<file path="src/rtl/roi_crop_engine.sv">
// Streams a full raster frame in and forwards only the beats inside a PPB-aligned
// crop window, tracking the min/max pixel seen inside the window.
module roi_crop_engine #(
    parameter int IN_ROWS  = 64,
    parameter int IN_COLS  = 64,
    parameter int OUT_ROWS = 32,
    parameter int OUT_COLS = 32,
    parameter int PIX_W    = 8,
    parameter int PPB      = 4
) (
    input  logic                        clk,
    input  logic                        resetn,
    input  logic                        ap_start,
    output logic                        ap_ready,
    output logic                        ap_idle,
    output logic                        ap_done,
    input  logic [$clog2(IN_COLS)-1:0]  crop_x0,
    input  logic [$clog2(IN_ROWS)-1:0]  crop_y0,
    output logic                        cfg_err,
    input  logic                        s_axis_tvalid,
    output logic                        s_axis_tready,
    input  logic [PPB*PIX_W-1:0]        s_axis_tdata,
    output logic                        m_axis_tvalid,
    input  logic                        m_axis_tready,
    output logic [PPB*PIX_W-1:0]        m_axis_tdata,
    output logic                        m_axis_tuser,
    output logic                        m_axis_tlast,
    output logic [PIX_W-1:0]            max_value,
    output logic [PIX_W-1:0]            min_value,
    output logic                        stats_valid
);

    localparam int XW = $clog2(IN_COLS);
    localparam int YW = $clog2(IN_ROWS);
    localparam int DW = PPB * PIX_W;

    typedef enum logic [1:0] {IDLE, RUN, DRAIN, DONE} state_t;

    state_t state, next_state;

    logic [XW-1:0] col, x0_q;
    logic [YW-1:0] row, y0_q;

    logic [DW-1:0] fifo_data [2];
    logic          fifo_user [2];
    logic          fifo_last [2];
    logic          wr_ptr, rd_ptr;
    logic [1:0]    fifo_count;

    logic start_legal, start_accept, start_reject;
    logic in_box, is_first, is_row_end, is_last_beat;
    logic beat_accept, push, pop;
    logic [PIX_W-1:0] beat_max, beat_min;
    int row_i, col_i, x_i, y_i, cx_i, cy_i;

    always_comb begin
        cx_i = int'(crop_x0);
        cy_i = int'(crop_y0);
        start_legal  = ((cx_i % PPB) == 0) && (cx_i + OUT_COLS <= IN_COLS)
                       && (cy_i + OUT_ROWS <= IN_ROWS);
        start_accept = (state == IDLE) && ap_start && start_legal;
        start_reject = (state == IDLE) && ap_start && !start_legal;

        row_i = int'(row);
        col_i = int'(col);
        x_i   = int'(x0_q);
        y_i   = int'(y0_q);
        in_box = (row_i >= y_i) && (row_i < y_i + OUT_ROWS)
                 && (col_i >= x_i) && (col_i < x_i + OUT_COLS);
        is_first     = (row_i == y_i) && (col_i == x_i);
        is_row_end   = (col_i == x_i + OUT_COLS - PPB);
        is_last_beat = (row_i == IN_ROWS - 1) && (col_i == IN_COLS - PPB);
    end

    // Out-of-box beats are always swallowed; in-box beats wait for FIFO room.
    assign s_axis_tready = (state == RUN) && (!in_box || (fifo_count != 2'd2));
    assign beat_accept   = s_axis_tvalid && s_axis_tready;
    assign push          = beat_accept && in_box;
    assign pop           = m_axis_tvalid && m_axis_tready;

    assign ap_ready = (state == IDLE);
    assign ap_idle  = (state == IDLE);
    assign ap_done  = (state == DONE);

    always_ff @(posedge clk) begin
        if (!resetn)
            state <= IDLE;
        else
            state <= next_state;
    end

    always_comb begin
        next_state = state;
        case (state)
            IDLE:  if (start_accept) next_state = RUN;
            RUN:   if (beat_accept && is_last_beat) next_state = DRAIN;
            DRAIN: if (fifo_count == 2'd0) next_state = DONE;
            DONE:  next_state = IDLE;
            default: next_state = IDLE;
        endcase
    end

    always_ff @(posedge clk) begin
        if (!resetn) begin
            row  <= '0;
            col  <= '0;
            x0_q <= '0;
            y0_q <= '0;
        end else if (start_accept) begin
            row  <= '0;
            col  <= '0;
            x0_q <= crop_x0;
            y0_q <= crop_y0;
        end else if (beat_accept) begin
            if (col_i == IN_COLS - PPB) begin
                col <= '0;
                row <= row + YW'(1);
            end else begin
                col <= col + XW'(PPB);
            end
        end
    end

    always_ff @(posedge clk) begin
        if (push) begin
            fifo_data[wr_ptr] <= s_axis_tdata;
            fifo_user[wr_ptr] <= is_first;
            fifo_last[wr_ptr] <= is_row_end;
        end
    end

    always_ff @(posedge clk) begin
        if (!resetn) begin
            wr_ptr     <= 1'b0;
            rd_ptr     <= 1'b0;
            fifo_count <= 2'd0;
        end else begin
            if (push) wr_ptr <= ~wr_ptr;
            if (pop)  rd_ptr <= ~rd_ptr;
            case ({push, pop})
                2'b10:   fifo_count <= fifo_count + 2'd1;
                2'b01:   fifo_count <= fifo_count - 2'd1;
                default: fifo_count <= fifo_count;
            endcase
        end
    end

    assign m_axis_tvalid = (fifo_count != 2'd0);
    assign m_axis_tdata  = fifo_data[rd_ptr];
    assign m_axis_tuser  = m_axis_tvalid && fifo_user[rd_ptr];
    assign m_axis_tlast  = m_axis_tvalid && fifo_last[rd_ptr];

    always_comb begin
        logic [PIX_W-1:0] lane;
        beat_max = '0;
        beat_min = '1;
        lane     = '0;
        for (int i = 0; i < PPB; i++) begin
            lane = s_axis_tdata[i*PIX_W +: PIX_W];
            if (lane > beat_max) beat_max = lane;
            if (lane < beat_min) beat_min = lane;
        end
    end

    // Rejected starts must leave the previous frame's statistics untouched.
    always_ff @(posedge clk) begin
        if (!resetn) begin
            max_value   <= '0;
            min_value   <= '1;
            stats_valid <= 1'b0;
            cfg_err     <= 1'b0;
        end else begin
            cfg_err <= start_reject;
            if (start_accept) begin
                max_value   <= '0;
                min_value   <= '1;
                stats_valid <= 1'b0;
            end else begin
                if (push) begin
                    if (beat_max > max_value) max_value <= beat_max;
                    if (beat_min < min_value) min_value <= beat_min;
                end
                if (state == DONE) stats_valid <= 1'b1;
            end
        end
    end

endmodule

</file>
<file path="config.mk">
export PLATFORM = sky130hd
export DESIGN_NAME = roi_crop_engine
export DESIGN_NICKNAME = d
export VERILOG_FILES = /design/src/rtl/roi_crop_engine.sv
export SDC_FILE = /design/constraint.sdc
export NUM_CORES = 1
export LEC_CHECK = 0
export ABC_AREA = 1
export CAP_MARGIN = 20
export CORE_MARGIN = 10
export CORE_UTILIZATION = 51
export DETAILED_ROUTE_END_ITERATION = 10
export PLACE_DENSITY = 0.77
export SLEW_MARGIN = 30
export SYNTH_ARGS = -nofsm -noshare
export SYNTH_HDL_FRONTEND = slang
export SYNTH_SLANG_ARGS = --single-unit
</file>
<file path="constraint.sdc">
create_clock -name clk -period 16.7 [get_ports clk]
set_clock_uncertainty 0.1 [all_clocks]
set_input_delay 5.01 -clock clk [delete_from_list [all_inputs] [get_ports clk]]
set_output_delay 5.01 -clock clk [all_outputs]
set_load 0.01 [all_outputs]
</file>
After elaboration in Yosys (flattened, before gate mapping)
Memories as Yosys holds them, arrays and structs flattened. A register that Yosys moved wholly into a read port is not among the register bits.
Index checks and enable logic that the tools add are counted.
Storage, ports and cells
  flip-flop bits (word level): 48
  memory bits (writable): 68
  logic and storage cells: 109
  memories: 3
Cells by class
  $add $sub $neg: 9
  $lt $le $gt $ge: 16
  equal/unequal tests: 14
  mux-type cells: 22
  bitwise gates (word level): 3
  reductions and logical operators: 30
Memory list
  fifo_data: depth 2, bits a word 32, read ports 1, clocked after Yosys merged registers in 1, wr ports 1, RTL line 44  | logic [DW-1:0] fifo_data [2];
  fifo_last: depth 2, bits a word 1, read ports 1, clocked after Yosys merged registers in 1, wr ports 1, RTL line 46  | logic fifo_last [2];
  fifo_user: depth 2, bits a word 1, read ports 1, clocked after Yosys merged registers in 1, wr ports 1, RTL line 45  | logic fifo_user [2];
Operators with widths (number)
  8-bit two-way mux: 8
  8-bit > comparator: 4
  32-bit zero test: 1
  7-bit by 32-bit less-than comparator with 1-bit output: 1
  8-bit less-than comparator: 4
  6-bit by 6-bit adder with 7-bit output (second input constant): 4
  1-bit logical AND: 17
  7-bit <= comparator (second input constant): 2
  6-bit == test: 2
  6-bit >= comparator: 2
  7-bit by 8-bit == test with 1-bit output: 1
  8-bit by 1-bit > comparator with 1-bit output (second input constant): 1
  8-bit less-than comparator (second input constant): 1
  1-bit two-way mux: 8
  2-bit one-hot mux with 4 select lines: 1
  7-bit by 3-bit subtractor with 8-bit output (second input constant): 1
  6-bit by 7-bit less-than comparator with 1-bit output: 1
  6-bit by 1-bit adder with 6-bit output (second input constant): 1
  6-bit by 3-bit adder with 6-bit output (second input constant): 1
  2-bit == test (second input constant): 3
  6-bit by 1-bit == test with 1-bit output (second input constant): 1
  6-bit by 3-bit == test with 1-bit output (second input constant): 1
  2-bit two-way mux: 3
  6-bit two-way mux: 1
  other kinds (14): 24

Longest topological paths before layout
  depth in word-level cells: 12
  gate-level depth with buffers: 40
  depth with buffers taken out: 37

Least setup slack after synthesis
OpenSTA, ideal clock, no wires.
  kind: input-to-reg
  from: input s_axis_tdata[3]
  to: register max_value[5]
  library setup time: 119 ps
  data arrival time: 10096 ps
  data required time: 16481 ps
  setup slack: 6384 ps
  stages: 35
  buffers on the path: 4
  cell sequence: inv_1 ha_1 nand3_1 o211ai_1 nand2_1 o211ai_1 o21ai_1 clkbuf_1 nand2_1 o21ai_0 ha_1 nand2_1 inv_1 nand3_1 o32ai_1 clkbuf_1 o21ai_0 ha_1 a21oi_1 o21ai_0 a21oi_1 nor2_1 buf_1 o21ai_0 ha_1 a21oi_1 o21ai_0 nand2_1 o211ai_1 o21ai_0 nor2_1 inv_1 buf_2 o21ai_0 a21oi_1
On the way
  cells in the longest elaborated chain, start to end: 10
RTL lines
  start: declaration: RTL line 22  | input logic [PPB*PIX_W-1:0] s_axis_tdata,
  8-bit by 1-bit > comparator with 1-bit output: RTL line 160  | if (lane > beat_max) beat_max = lane;
  8-bit two-way mux *: RTL line 160
  8-bit > comparator: RTL line 160
  8-bit two-way mux *: RTL line 160
  8-bit > comparator: RTL line 160
  8-bit two-way mux *: RTL line 160
  8-bit > comparator: RTL line 160
  8-bit two-way mux *: RTL line 160
  net beat_max[1]: RTL line 53  | logic [PIX_W-1:0] beat_max, beat_min;
  8-bit > comparator *: RTL line 180  | if (beat_max > max_value) max_value <= beat_max;
  2-bit AND reduction (no source line) *
  end signal: assignment: RTL line 180
  end: declaration: RTL line 28  | output logic [PIX_W-1:0] max_value,
The timed path passes the listed nets; every way through them passes the cells marked *.
A chain may end at the register's enable or synchronous reset.

Worst setup path after layout
  from: input s_axis_tdata[5]
  to: register max_value[5]
On the way
  cells in the longest elaborated chain, start to end: 10
RTL lines (RTL line)
  8-bit by 1-bit > comparator with 1-bit output: 160
  8-bit two-way mux *: 160
  8-bit > comparator: 160
  8-bit two-way mux *: 160
  8-bit > comparator: 160
  8-bit two-way mux *: 160
  8-bit > comparator: 160
  8-bit two-way mux *: 160
  net beat_max[5]: 53
  8-bit > comparator: 180
  2-bit AND reduction (no source line)
Marks and branches as above.

==> impl.org <==
** Die
- Total Die Area :: 0.0179 mm^2
- Starting density of the core :: 52.2%
- Number of top-level design ports :: 106
- Total number of placement rows :: 41
- CORE AREA :: 0.0126 mm^2
- Die width :: 134 um
- Die Ht :: 134 um

** Pwr
- Of the total power, registers draw 31.8%.
- Cell internal power was estimated by the tool at 0.741 mW.
- Clock network fraction of total power :: 32.6%
- Sw frac :: 33.1%
- Cell Pwr Density :: 131 mW/mm^2
- Static leakage power :: 3.63 nW
- The worst-case IR drop observed on VDD is 0.104 mV.
- Switching power total :: 0.366 mW
- Combinational logic is responsible for 35.6% of the overall power.

** STA
- Final hold analysis gives a worst-case slack of 346 ps.
- Final hold viol count :: 0
- Final worst path period need :: 11400 ps
- Slew margin rel. :: 41.5%
- Share of the clock period used by the worst path :: 68.2%
- The number of pins exceeding their max-slew limit in the final report came to 0.
- Final setup violation count :: 0
- Setup tns final :: 0 ps
- Unrepaired setup endpoints after global routing :: no
- Based on the critical path, the design can be clocked at up to 87.8 MHz.
- Transition time of the tightest slew-check pin :: 871 ps

** Routing
- The pre-antenna-repair detailed-routing pass consisted of 5 iterations.
- Detailed router's first-iteration violation count :: 453
- After detailed routing, the average wire length per cell comes to 15.6 um.
- Sum of routed wire length over all layers :: 16.6 mm
- The count of nets left with antenna violations once routing finished came out at 0.
- The routed layout has 5545 vias.
- For this run, design rule violations remaining after detail routing come to 0.
- After detailed routing, the number of vias per cell comes to 5.22.

** Finish
- Summing all flip-flop and latch instances after layout gives 0.00298 mm^2.
- The filler cells instantiated in the layout total 1047.
- The number of antenna diodes in the final layout is 0.
- The final layout contains 1004 nets.
- Final design area excluding fillers :: 0.00845 mm^2
- Non-filler cells, final :: 1063
- Layout cells sized above 1 :: 7.07%
- In the final layout, the multi-input gates occupy 0.00326 mm^2.
- Core Util, Final :: 67.0%
- Relative to the synthesized area, the layout overhead comes to 28.2%.

** Synth
- Each instance of the synthesized netlist takes up on average 8.55 um^2.
- For this run, the register share of the synthesized area comes to 45.2%.
- The cell area that synthesis handed to floorplanning was 0.00659 mm^2.
- Primary FF master, synth :: edfxtp_1
- For this run, asynchronously set or reset flops after synthesis account for 0%.
- In the synthesized netlist, the number of instances is 771.
- Number of warning messages in the yosys log :: 0
- Synthesis-stage register bit count :: 115
- Synthesis produced a netlist with a net count of 897.
- Number of library cell types mapped by synthesis :: 42
- Number of enable flip-flop cells after synthesis :: 68

** Clocking
- CTS tree :: built
- Root Buffer :: clkbuf_16
- Clock Pin Slew Worst Setup and Hold Paths :: 50 ps
- TritonCTS created 17 clock buffers.
- Number of buffers inserted for hold repair after clock tree synthesis :: 0
- Clock latency on the worst-skew pair :: 420 ps
- Counting along the longest clock path gives a buffer depth of 2.
- Number of instances resized during post-cts repair :: 0
- Clock H-tree levels :: 4
- The tree built by TritonCTS fans out to 115 sinks.
- Buffers inserted by post-CTS timing repair :: 0

** GRT
- Maximum number of pins on one net before global-route repair :: 36
- The number of antenna violations at the first check in global routing is 0.
- Via count of the first global-routing pass :: 5486
- Gr ovfl total :: 0
- First-pass GRT wire length :: 27.1 mm
- Global routing used 18.9% of the available tracks across all layers.

** Setup path
- Buf+Inv Stages, Crit Path :: 5
- Worst stage delay on the critical path :: 680 ps
- Slowest-stage cell, CP :: o21ai_1
- The critical path is of the input pin to flip-flop type.
- The worst setup path is captured at a flip-flop.
- Worst endpoint data arrival time :: 11590 ps
- Worst Path Max Fanout :: 16
- The cell family contributing the most delay on the critical path is compound AO/OA/AOI/OAI gates.
- CP startpoint kind :: input pin
- WP data required :: 16890 ps

** Placed design
- Routability congestion estimate from global placement :: 0.928
- Cell total after placement :: 1031
- The HPWL after detailed placement is 12.6 mm.
- In this run the tool buffered the top-level ports with 105 buffer cells.
- DP Area :: 0.00786 mm^2

** Run
- Number of maximum-capacitance violations :: 0

** Status
- Run status :: complete, no violations

** Hold path
- Kind of path behind the tightest hold check :: flip-flop to flip-flop
-- path summary, 6_finish.rpt --
| check | startpoint | endpoint | slack [ps] | cells after the start |
|---|---|---|---|---|
| hold / removal | x0_q[1] | x0_q[1] | 350 | 2 |
| hold reg to reg | x0_q[1] | x0_q[1] | 350 | 2 |
| setup / recovery | s_axis_tdata[5] | max_value[5] | 5310 | 31 |
| setup reg to reg | col[3] | fifo_data[0][21] | 13290 | 15 |
-- worst min-delay path, cell delays in order (launching register included) --
cell,delay [ps]
dfxtp_1,300
nand2_1,60
nor2_1,40
-- synthesized netlist by cell type (2+ instances only) --
master | number | area [um^2]
clkbuf_1 | 15 | 56.3
nor2_1 | 40 | 150
inv_2 | 5 | 18.8
nand4_1 | 2 | 12.5
dfxtp_1 | 47 | 941
nand3_2 | 2 | 20.0
xor2_1 | 5 | 43.8
xnor2_1 | 2 | 17.5
inv_1 | 67 | 251
a21oi_1 | 69 | 345
o21ai_1 | 2 | 10.0
nand3_1 | 32 | 160
nand2_1 | 212 | 796
nand2_4 | 5 | 56.3
edfxtp_1 | 68 | 2040
ha_1 | 77 | 963
o211ai_1 | 4 | 30.0
a211oi_1 | 4 | 30.0
o21ai_0 | 73 | 365
nor3_1 | 5 | 25.0
buf_1 | 2 | 7.51
nand2_2 | 9 | 56.3
nand3b_1 | 2 | 15.0
buf_2 | 3 | 15.0
or2_2 | 2 | 12.5
-- placed cells by master, fill, tap and decap left out, types with 4 or more instances in the layout --
cell and count:
nand2_4 5, inv_1 67, edfxtp_1 68, nand2_1 212, xor2_1 5, ha_1 77
dfxtp_1 47, a21oi_1 69, nand3_1 32, o21ai_0 73, o211ai_1 4, inv_2 5
clkdlybuf4s50_1 105, clkbuf_1 4, nand2_2 9, nor3_1 5, a211oi_1 4, clkbuf_16 19
nor2_1 38
-- power by group through the flow --
stage | Clock (mW) | Sequential (mW) | Combinational (mW)
after floorplan | 0 | 0.359 | 0.225
after global routing | 0.376 | 0.356 | 0.442
after global placement | 0 | 0.357 | 0.383
after CTS | 0.364 | 0.352 | 0.398
after detailed placement | 0 | 0.357 | 0.394
final | 0.360 | 0.352 | 0.394
-- kinds of logic after synthesis --
| group | share of synthesized area [%] |
|---|---|
| buffers and inverters | 5.47 |
| AND/OR/NAND/NOR | 20.5 |
| AO/OA/AOI/OAI | 13.2 |
| XOR/XNOR | 0.930 |
| adder cells (fa/ha/maj) | 14.6 |
| flip-flops | 45.2 |
-- metrics by stage --
step	total power, mW	setup slack (ps)
floorplan	0.584	6380
global placement	0.740	5360
detailed placement	0.752	5080
CTS	1.11	5430
global route	1.17	4720
finish	1.11	5310
-- layout make-up --
cell class | count | share of cell area (%)
Multi-Input combinational cell | 562 | 38.6
Timing Repair Buffer | 109 | 13.3
Clock inverter | 6 | 0.755
Tap cell | 172 | 2.55
Inverter | 73 | 3.26
Sequential cell | 115 | 35.3
Clock buffer | 26 | 6.29
-- registers in the layout, indices dropped and copies added (netlist names), named ones only --
register / flops
state: 2
cfg_err: 1
fifo_last: 2
row: 6
col: 4
fifo_count: 2
x0_q: 6
wr_ptr: 1
fifo_user: 2
min_value: 8
max_value: 8
fifo_data: 64
stats_valid: 1
rd_ptr: 1
y0_q: 6
-- metal layers --
| layer | part of all wire [%] | GRT usage (%) | routed length [um] |
|---|---|---|---|
| met1 | 45 | 23.0 | 7470 |
| met2 | 48 | 30.7 | 7970 |
| met3 | 5.3 | 5.34 | 882 |
| met4 | 1.8 | 7.56 | 292 |
| met5 | 0 | 0 | 0 |
Note: power is estimated with default switching activity, not from simulation.
